[config.mk]
export PLATFORM = sky130hd
export DESIGN_NAME = irq_ctrl
export DESIGN_NICKNAME = d
export VERILOG_FILES = /design/src/rtl/irq_pkg.sv /design/src/rtl/irq_prio_enc.sv /design/src/rtl/irq_ctrl.sv
export SDC_FILE = /design/constraint.sdc
export NUM_CORES = 1
export LEC_CHECK = 0
export BUFFER_PORTS_ARGS = -buffer_cell sky130_fd_sc_hd__buf_4
export CORE_ASPECT_RATIO = 0.9
export CORE_MARGIN = 10
export CORE_UTILIZATION = 36
export CTS_BUF_LIST = sky130_fd_sc_hd__clkbuf_2
export DETAILED_ROUTE_END_ITERATION = 7
export PLACE_DENSITY_LB_ADDON = 0.12
export SLEW_MARGIN = 20
export SYNTH_ARGS = -nofsm -noshare
export SYNTH_HDL_FRONTEND = slang
export SYNTH_HIERARCHICAL = 1
export SYNTH_SLANG_ARGS = --single-unit
[constraint.sdc]
create_clock -name clk -period 1.9 [get_ports clk]
set_clock_uncertainty 0.2 [all_clocks]
set_input_delay 0.38 -clock clk [delete_from_list [all_inputs] [get_ports clk]]
set_output_delay 0.38 -clock clk [all_outputs]
set_load 0.005 [all_outputs]
[src/rtl/irq_pkg.sv]
// Shared types and constants for the interrupt controller.
package irq_pkg;

    typedef enum logic [1:0] {
        IDLE    = 2'd0,
        REQ     = 2'd1,
        SERVICE = 2'd2
    } irq_state_e;

    // Source 0 carries irq_timer from Timer_NormalMode and has top priority.
    localparam int TIMER_SRC_IDX = 0;

    // Width of the optional request timestamp.
    localparam int TS_W = 32;

endpackage

[src/rtl/irq_prio_enc.sv]
// Lowest-index-first priority encoder over the masked pending vector.
module irq_prio_enc
    import irq_pkg::*;
#(
    parameter int N_SRC = 4,
    parameter int ID_W  = $clog2(N_SRC)
) (
    input  logic [N_SRC-1:0] masked,
    output logic [ID_W-1:0]  idx,
    output logic             valid
);

    // Scan from the top down so the lowest set index is the last one written.
    always_comb begin
        idx   = '0;
        valid = 1'b0;
        for (int i = N_SRC - 1; i >= 0; i--) begin
            if (masked[i]) begin
                idx   = ID_W'(i);
                valid = 1'b1;
            end
        end
    end

endmodule

[src/rtl/irq_ctrl.sv]
// Interrupt controller: edge detect, pending latch, enable mask, priority
// select and a REQ/ack, SERVICE/eoi handshake towards the CPU.
// Source 0 is irq_timer.
// Define IRQ_TIMESTAMP_EN to add the irq_ts port, which captures timer_cnt
// when each request is issued.
//
//   state   | meaning
//   --------+--------------------------------------------------------------
//   IDLE    | no request outstanding; issue one when any masked bit pends
//   REQ     | cpu_irq high, irq_id committed; waiting for cpu_ack
//   SERVICE | request accepted; irq_id held; waiting for cpu_eoi
module irq_ctrl
    import irq_pkg::*;
#(
    parameter  int N_SRC = 4,
    localparam int ID_W  = $clog2(N_SRC)
) (
    input  logic             clk,
    input  logic             reset,
    input  logic [N_SRC-1:0] irq_src,
    input  logic [N_SRC-1:0] irq_en,
    input  logic [31:0]      timer_cnt,
    input  logic             cpu_ack,
    input  logic             cpu_eoi,
    output logic             cpu_irq,
    output logic [ID_W-1:0]  irq_id,
    output logic [N_SRC-1:0] pending
`ifdef IRQ_TIMESTAMP_EN
    ,
    output logic [TS_W-1:0]  irq_ts
`endif
);

    logic [N_SRC-1:0] src_q, src_d;
    logic [N_SRC-1:0] pending_q, pending_d;
    logic [N_SRC-1:0] rise;
    logic [N_SRC-1:0] masked;
    logic [ID_W-1:0]  enc_idx;
    logic             enc_valid;

    irq_state_e       state_q, state_d;
    logic             cpu_irq_q, cpu_irq_d;
    logic [ID_W-1:0]  irq_id_q, irq_id_d;

`ifdef IRQ_TIMESTAMP_EN
    logic [TS_W-1:0]  irq_ts_q, irq_ts_d;
`else
    // timer_cnt stays on the interface so both builds share one port list.
    logic             unused_timer_cnt;
    assign unused_timer_cnt = ^timer_cnt;
`endif

    assign masked = pending_q & irq_en;

    irq_prio_enc #(
        .N_SRC (N_SRC),
        .ID_W  (ID_W)
    ) u_prio_enc (
        .masked (masked),
        .idx    (enc_idx),
        .valid  (enc_valid)
    );

    // Edge detect and pending update; a new rise overrides an ack clear on the same bit.
    always_comb begin
        src_d     = irq_src;
        rise      = irq_src & ~src_q;
        pending_d = pending_q;
        if (state_q == REQ && cpu_ack) begin
            for (int i = 0; i < N_SRC; i++) begin
                if (irq_id_q == ID_W'(i)) begin
                    pending_d[i] = 1'b0;
                end
            end
        end
        pending_d = pending_d | rise;
    end

    // Next-state and registered-output logic for the CPU handshake.
    always_comb begin
        state_d   = state_q;
        cpu_irq_d = cpu_irq_q;
        irq_id_d  = irq_id_q;
`ifdef IRQ_TIMESTAMP_EN
        irq_ts_d  = irq_ts_q;
`endif
        case (state_q)
            IDLE: begin
                if (enc_valid) begin
                    state_d   = REQ;
                    cpu_irq_d = 1'b1;
                    irq_id_d  = enc_idx;
`ifdef IRQ_TIMESTAMP_EN
                    irq_ts_d  = timer_cnt;
`endif
                end
            end
            REQ: begin
                // ack wins over a simultaneous eoi; eoi only counts in SERVICE
                if (cpu_ack) begin
                    state_d   = SERVICE;
                    cpu_irq_d = 1'b0;
                end
            end
            SERVICE: begin
                if (cpu_eoi) begin
                    state_d = IDLE;
                end
            end
            default: begin
                state_d   = IDLE;
                cpu_irq_d = 1'b0;
            end
        endcase
    end

    // Edge-detect history and pending register.
    always_ff @(posedge clk or negedge reset) begin
        if (!reset) begin
            src_q     <= '0;
            pending_q <= '0;
        end else begin
            src_q     <= src_d;
            pending_q <= pending_d;
        end
    end

    // FSM state and its registered outputs.
    always_ff @(posedge clk or negedge reset) begin
        if (!reset) begin
            state_q   <= IDLE;
            cpu_irq_q <= 1'b0;
            irq_id_q  <= '0;
`ifdef IRQ_TIMESTAMP_EN
            irq_ts_q  <= '0;
`endif
        end else begin
            state_q   <= state_d;
            cpu_irq_q <= cpu_irq_d;
            irq_id_q  <= irq_id_d;
`ifdef IRQ_TIMESTAMP_EN
            irq_ts_q  <= irq_ts_d;
`endif
        end
    end

    assign cpu_irq = cpu_irq_q;
    assign irq_id  = irq_id_q;
    assign pending = pending_q;
`ifdef IRQ_TIMESTAMP_EN
    assign irq_ts  = irq_ts_q;
`endif

endmodule
==> impl_metrics.yaml, run 1 <==
clock_tree:
  cts_hold_buf: 1
  cts_resized: 0
  cts_tree: "yes"
  cts_max_level: 1
  clock_latency_ns: 0.26
  clock-sinks: 13
  cts.clk_slew.worst_paths_ns: 0.13
  post-cts-setup-buffer-count: 0
  cts_buffer_depth: 2
  cts_buffers: 3
  cts-root-buf: "clkbuf_2"
worst_hold_path:
  hp-class: "in -> reg"
  hold_start: "cpu_eoi"
  min_path_cells: 2
  hold_end: "state_q[1]$_DFFE_PN0P_"
floorplan:
  initial_core_util: 0.376
  die_y_um: 56.7
  io_pins: 51
  num_rows: 13
  die-area_mm2: 0.00344
  fp.coreArea_mm2: 0.00143
  die_w_um: 60.8
synthesis:
  ys_warn_count: 6
  avgSynthCellArea_um2: 10.5
  yosysSeqAreaShare: 0.605
  synthCells: 51
  netlist_area_um2: 538
  syn-num-nets: 95
  ys_types: 17
  yosys_register_bits: 13
routing:
  drtPass1Iterations: 4
  dr.first_iter.drc_count: 5
  post_drt_wl_per_cell_um: 12.1
  vias: 440
  routed_wl_um: 1130
  drcViolationCount: 0
  via_per_inst: 4.73
  postRouteAntennaNets: 0
sta:
  hold_viol_final: 0
  setup_viol: 0
  tns_ns: 0
  fin_ws_ns: 0.271
  holdWs_ns: 0.0707
  relSlewSlack: 0.847
  worstMarginPinSlew_ns: 0.228
  min_period_over_period: 0.857
  rsz0062_at_grt: "no"
  finalCriticalPeriod_ns: 1.63
  fmaxAchievable_ghz: 0.614
  slew_violations: 0
run_status:
  status: "complete, no violations"
worst_setup_path:
  crit_slowest_cell: "dfrtp_1"
  path_max_fanout: 3
  critPathRequiredTime_ns: 1.86
  endpoint_kind: "flip-flop"
  critPathKind: "reg -> reg"
  path_buf_inv: 0
  crit_arrival_ns: 1.59
  cpLargestDelayFamily: "simple AND/OR/NAND/NOR gates"
  worstReg2RegStart: "pending[0]$_DFF_PN0_"
  slowest_delay_ns: 0.39
  r2r_cells: 5
  regToRegSetupSlack_ns: 0.27
  path_cells: "and2_1, nor2_1, nand2_1, nor3b_2, mux2_1"
  r2r_end: "irq_id[1]$_DFFE_PN0P_"
  worstSetupStartpointType: "flip-flop"
layout:
  fillCellCount: 143
  final_cells: 93
  seq_area_um2: 325
  multiInputGateArea_um2: 186
  layout_commonest_cell: "buf_4"
  antenna_cells: 0
  fin_util: 0.532
  drive_above_1_share: 0.308
  most-common-layout-cells: "buf_4 (18), dfrtp_1 (13), inv_1 (7), o21ai_1 (6), dlygate4sd3_1 (5)"
  design_area_um2: 762
  area_growth_pct: 41.6
  nNetsFinal: 123
placement:
  port_buffers: 18
  placed_area_um2: 692
  dp_cells: 84
  pre_cts_ws_ns: 0.177
  gp_congestion: 0.683
  dp_hpwl_um: 907
global_routing:
  grt_util_all_layers: 0.0693
  grt_antenna_before_repair: 0
  grt_pass1_vias: 443
  grt_max_degree: 14
  grt_pass1_wl_um: 1860
  overflow: 0
job:
  maxCapViolCount: 0
power:
  p_leak_nw: 0.357
  power.total_mw: 0.896
  pwr_density_cell_mw_per_mm2: 1180
  peakVddDrop_uv: 838
per-layer routing:
| layer | global-route usage | routed length (µm) | up-vias |
|---|---|---|---|
| met3 | 0.0494 | 106 | 0 |
| li1 | - | - | 227 |
| met5 | 0 | 0 | - |
| met1 | 0.0814 | 479 | 198 |
| met4 | 0.00940 | 0 | 0 |
| met2 | 0.102 | 541 | 15 |
cell families (layout without fill, tap and decap cells):
| logic type | Yosys count | count (layout) | share of synthesized area |
|---|---|---|---|
| flops | 13 | 13 | 0.605 |
| mux | 1 | 1 | 0.0209 |
| simple gates | 16 | 16 | 0.170 |
| buf+inv | 7 | 34 | 0.0488 |
| compound gates | 14 | 14 | 0.156 |
power breakdown:
group / internal (mW) / switching (mW)
sequential: 0.360 / 0.0892
clock: 0.0476 / 0.0888
combinational: 0.178 / 0.132
total: 0.586 / 0.310
Yosys cell counts:
cell,number,area (µm²)
nand2_1,3,11.3
mux2_1,1,11.3
o21ai_1,6,30.0
nor3_1,1,5.00
and2_1,4,25.0
nor2_1,4,15.0
a211oi_1,1,7.51
a21oi_1,1,5.00
nand3b_1,1,7.51
o21ai_0,2,10.0
a21oi_2,1,8.76
dfrtp_1,13,325
o31ai_1,3,22.5
nand2b_1,1,6.26
inv_1,7,26.3
nor3b_2,1,12.5
nand4b_1,1,8.76
area by class of cell:
| class | count | area share |
|---|---|---|
| Inverter | 7 | 0.0345 |
| Clock inverter | 1 | 0.00657 |
| Multi-Input combinational cell | 31 | 0.245 |
| Timing Repair Buffer | 23 | 0.243 |
| Tap cell | 15 | 0.0246 |
| Clock buffer | 3 | 0.0197 |
| Sequential cell | 13 | 0.427 |
worst register-to-register path, stage by stage (launching register included):
cell and delay, ns:
dfrtp_1 0.39, and2_1 0.19, nor2_1 0.06, nand2_1 0.10
nor3b_2 0.25, mux2_1 0.34
worst max path at each step:
stage	startpoint	end	slack [ns]	cells after the start
floorplan	irq_en[0]	irq_id[1]$_DFFE_PN0P_	0.38	5
global placement	irq_en[2]	irq_id[1]$_DFFE_PN0P_	0.18	6
detailed placement	irq_en[2]	irq_id[1]$_DFFE_PN0P_	0.18	6
CTS	pending[0]$_DFF_PN0_	irq_id[1]$_DFFE_PN0P_	0.24	5
global route	pending[0]$_DFF_PN0_	irq_id[1]$_DFFE_PN0P_	0.16	5
finish	pending[0]$_DFF_PN0_	irq_id[1]$_DFFE_PN0P_	0.27	5
flip-flops by register name, summed over array words and instances (netlist names):
name	cells
cpu_irq	1
irq_id	2
pending	4
state_q	2
src_q	4
Note: power is estimated with default switching activity, not from simulation.
==> inputs of run 2 (changes only) <==
Settings changed: SETUP_SLACK_MARGIN set to 0.02.
Clock period 1.9 ns to 1.6 ns, I/O delays scaled along.
==> impl_metrics.yaml, run 2 (synthesis gave the netlist of run 1 again) <==
floorplan:
  die-area_mm2: 0.00344
  die_w_um: 60.8
  fp.coreArea_mm2: 0.00143
  die_y_um: 56.7
  num_rows: 13
  io_pins: 51
  initial_core_util: 0.376
sta:
  min_period_over_period: 0.964
  worstMarginPinSlew_ns: 0.249
  finalCriticalPeriod_ns: 1.54
  slew_violations: 0
  hold_viol_final: 0
  fmaxAchievable_ghz: 0.648
  setup_viol: 0
  rsz0062_at_grt: "no"
  relSlewSlack: 0.834
worst_setup_path:
  r2r_end: "irq_id[1]$_DFFE_PN0P_"
  critPathRequiredTime_ns: 1.56
  worstReg2RegStart: "pending[2]$_DFF_PN0_"
  critPathCapture: "irq_id[1]$_DFFE_PN0P_"
  crit_arrival_ns: 1.50
  r2r_cells: 5
  critPathKind: "reg -> reg"
  endpoint_kind: "flip-flop"
  worstSetupStartpointType: "flip-flop"
  path_max_fanout: 3
  cp-startpoint: "pending[2]$_DFF_PN0_"
  regToRegSetupSlack_ns: 0.06
clock_tree:
  cts.clk_slew.worst_paths_ns: 0.13
  clock_latency_ns: 0.26
  cts-root-buf: "clkbuf_2"
  cts_max_level: 1
  clock-sinks: 13
  cts_buffer_depth: 2
  cts_tree: "yes"
  cts_buffers: 3
routing:
  postRouteAntennaNets: 0
  drcViolationCount: 0
  drtPass1Iterations: 4
  vias: 485
  routed_wl_um: 1310
  via_per_inst: 4.85
  dr.first_iter.drc_count: 11
  post_drt_wl_per_cell_um: 13.1
layout:
  most-common-layout-cells: "buf_4 (25), dfrtp_1 (13), inv_1 (7), o21ai_1 (6), dlygate4sd3_1 (5)"
  nNetsFinal: 130
  antenna_cells: 0
  layout_commonest_cell: "buf_4"
  drive_above_1_share: 0.400
  fin_util: 0.578
  fillCellCount: 136
  area_growth_pct: 53.7
job:
  maxCapViolCount: 0
power:
  p_leak_nw: 0.395
  pwr_density_cell_mw_per_mm2: 1420
  peakVddDrop_uv: 698
  power.total_mw: 1.18
global_routing:
  use_met1: 0.0944
  met3_usage: 0.0382
  grt_use_met2: 0.122
  grt_busiest_layer: "met2"
  grt_antenna_before_repair: 0
  overflow: 0
  grt_util_all_layers: 0.0803
  grt_pass1_vias: 493
  grt_pass1_wl_um: 2180
  grt_max_degree: 14
placement:
  port_buffers: 18
  gp_congestion: 0.697
run_status:
  status: "complete, no violations"
worst_hold_path:
  hp-class: "in -> reg"
  min_path_cells: 2
==> run 2: cell types whose count changed in the layout (fill, tap and decap cells not counted) <==
cell,delta
and2_4,+2
nor2_4,+1
buf_4,+7
nor2_1,-1
clkbuf_2,+1
and2_1,-2
clkinv_2,-1
==> run 2: power by group <==
part,internal [mW],switching (mW),total (mW),leakage (nW)
registers,0.427,0.114,0.541,0.146
logic,0.284,0.182,0.467,0.232
clock network,0.0663,0.103,0.170,0.0166
total,0.778,0.400,1.18,0.395
==> run 2: metal layers <==
metal  wire length, µm  up-vias
met5                 0        -
met4                 0        0
met3                95        0
met2               674       11
met1               544      231
li1                  -      243
==> run 2: worst min path at each step <==
stage / from / end / slack [ns]
floorplan: reset / cpu_irq$_DFFE_PN0P_ / -0.18
global placement: reset / irq_id[1]$_DFFE_PN0P_ / -0.02
finish: cpu_eoi / state_q[1]$_DFFE_PN0P_ / 0.006
global route: cpu_eoi / state_q[1]$_DFFE_PN0P_ / 0.001
CTS: cpu_eoi / state_q[1]$_DFFE_PN0P_ / 0.003
detailed placement: reset / state_q[0]$_DFFE_PN0P_ / -0.02
==> run 2: what timing repair did <==
item,4_1_cts,5_1_grt
resized for setup,1,3
endpoints found under the setup margin,1,1
hold buffers,5,0
setup buffers,0,2
pin swaps,0,1
endpoints found under the hold margin,17,0
==> run 2: critical path, cell delays in order (launching register included) <==
cell and delay, ns:
dfrtp_1 0.39, and2_1 0.19, nor2_4 0.04, nand2_1 0.08
nor3b_2 0.20, mux2_1 0.34
==> run 2: metrics by stage <==
| step | std cells | cell area, µm² | hold slack, ns | setup TNS [ns] | worst slack [ns] |
|---|---|---|---|---|---|
| after CTS | 98 | 802 | 0.00326 | 0 | 0.0376 |
| after detailed placement | 89 | 729 | -0.0242 | -0.0209 | -0.0209 |
| after floorplan | 51 | 538 | -0.176 | 0 | 0.0805 |
| after global placement | 89 | 729 | -0.0248 | -0.00341 | -0.00341 |
| final | 100 | 827 | 0.00645 | 0 | 0.0573 |
| after global routing | 100 | 827 | 0.00118 | 0 | 0.00860 |
==> run 2: area by class of cell <==
type / count / area (µm²) / area share
flip-flops and latches: 13 / 325 / 0.393
repair buffers: 30 / 238 / 0.287
clock buffers: 4 / 20.0 / 0.0242
multi-input cells: 31 / 199 / 0.241
inverters: 7 / 26.3 / 0.0318
well taps: 15 / 18.8 / 0.0227
==> inputs of run 3 (changes only) <==
Settings changed: RECOVER_POWER set to 100.
==> impl_metrics.yaml, run 3 (synthesis gave the netlist of run 1 again) <==
routing:
  via_per_inst: 4.78
  routed_wl_um: 1310
  vias: 478
  dr.first_iter.drc_count: 18
  drcViolationCount: 0
  drtPass1Iterations: 4
  post_drt_wl_per_cell_um: 13.1
  postRouteAntennaNets: 0
worst_setup_path:
  critPathKind: "reg -> reg"
  path_max_fanout: 3
  critPathRequiredTime_ns: 1.56
  worstSetupStartpointType: "flip-flop"
  endpoint_kind: "flip-flop"
  crit_arrival_ns: 1.49
sta:
  fmaxAchievable_ghz: 0.652
  rsz0062_at_grt: "no"
  finalCriticalPeriod_ns: 1.53
  slew_violations: 0
  hold_viol_final: 0
  relSlewSlack: 0.529
  min_period_over_period: 0.958
  setup_viol: 0
  fin_ws_ns: 0.0670
  worstMarginPinSlew_ns: 0.706
  holdWs_ns: 0.00782
layout:
  fin_util: 0.570
  nNetsFinal: 130
  most-common-layout-cells: "buf_4 (18), dfrtp_1 (13), inv_1 (7), o21ai_1 (5), dlygate4sd3_1 (5)"
  final_cells: 100
  drive_above_1_share: 0.365
  fillCellCount: 136
  layout_commonest_cell: "buf_4"
  multiInputGateArea_um2: 199
  antenna_cells: 0
  area_growth_pct: 51.6
  seq_area_um2: 325
floorplan:
  io_pins: 51
  die_y_um: 56.7
  fp.coreArea_mm2: 0.00143
  num_rows: 13
  die_w_um: 60.8
  initial_core_util: 0.376
  die-area_mm2: 0.00344
global_routing:
  grt_util_all_layers: 0.0803
  overflow: 0
  grt_pass1_vias: 493
  grt_antenna_before_repair: 0
  grt_pass1_wl_um: 2180
  grt_max_degree: 14
placement:
  port_buffers: 18
  dp_cells: 89
  pre_cts_ws_ns: -0.0209
  gp_congestion: 0.697
clock_tree:
  cts_buffers: 3
  cts.clk_slew.worst_paths_ns: 0.12
  cts_tree: "yes"
  clock_latency_ns: 0.26
  clock-sinks: 13
  cts_buffer_depth: 2
  cts_max_level: 1
  cts-root-buf: "clkbuf_2"
job:
  maxCapViolCount: 0
run_status:
  status: "complete, no violations"
power:
  pwr_density_cell_mw_per_mm2: 1430
  p_leak_nw: 0.384
  power.total_mw: 1.17
  peakVddDrop_uv: 690
worst_hold_path:
  hp-class: "in -> reg"
-- run 3: cell types whose count changed in the layout (fill, tap and decap cells not counted), sizes merged --
| cell | delta |
|---|---|
| clkbuf | +7 |
| buf | -7 |
-- run 3: stage by stage --
stage	cell area, µm²	TNS [ns]
global placement	729	-0.00341
detailed placement	729	-0.0209
global route	816	0
floorplan	538	0
finish	816	0
CTS	802	0
-- run 3: layer usage --
| layer | global-route usage | vias to the layer above | wire (µm) |
|---|---|---|---|
| met4 | 0.0282 | 0 | 11 |
| li1 | - | 242 | - |
| met5 | 0 | - | 0 |
| met3 | 0.0382 | 2 | 87 |
| met1 | 0.0944 | 223 | 558 |
| met2 | 0.122 | 11 | 651 |
-- run 3: path summary, 6_finish.rpt --
path                                      startpoint                endpoint  slack (ns)  cells after the start
worst min-delay path                         cpu_eoi  state_q[1]$_DFFE_PN0P_       0.008                      2
worst max register to register  pending[2]$_DFF_PN0_   irq_id[1]$_DFFE_PN0P_        0.07                      5
worst max-delay path            pending[2]$_DFF_PN0_   irq_id[1]$_DFFE_PN0P_        0.07                      5
min in group asynchronous                      reset  state_q[0]$_DFFE_PN0P_        0.40                      2
max in group asynchronous                      reset    pending[1]$_DFF_PN0_        0.35                      2
worst min register to register    src_q[0]$_DFF_PN0_    pending[0]$_DFF_PN0_        0.22                      1
-- run 3: cell type report --
class / count / area share
Tap cell: 15 / 0.0230
Timing Repair Buffer: 30 / 0.278
Clock buffer: 4 / 0.0245
Multi-Input combinational cell: 31 / 0.244
Sequential cell: 13 / 0.399
Inverter: 7 / 0.0322
-- run 3: critical path, stage by stage (launching register included) --
cell	delay (ns)
dfrtp_1	0.39
and2_1	0.19
nor2_4	0.04
nand2_1	0.07
nor3b_2	0.20
mux2_1	0.34
-- run 3: where the power goes --
part           total, mW  switching, mW  internal, mW
logic              0.458          0.181         0.277
registers          0.540          0.113         0.427
clock network      0.169          0.102        0.0663
total               1.17          0.396         0.770
-- run 3: repair_timing --
item / 4_1_cts / 5_1_grt
hold buffers: 5 / 0
pin swaps: 0 / 1
buffers inserted: 0 / 2
setup endpoints to repair: 1 / 1
gates resized for setup: 1 / 3
endpoints found under the hold margin: 17 / 0
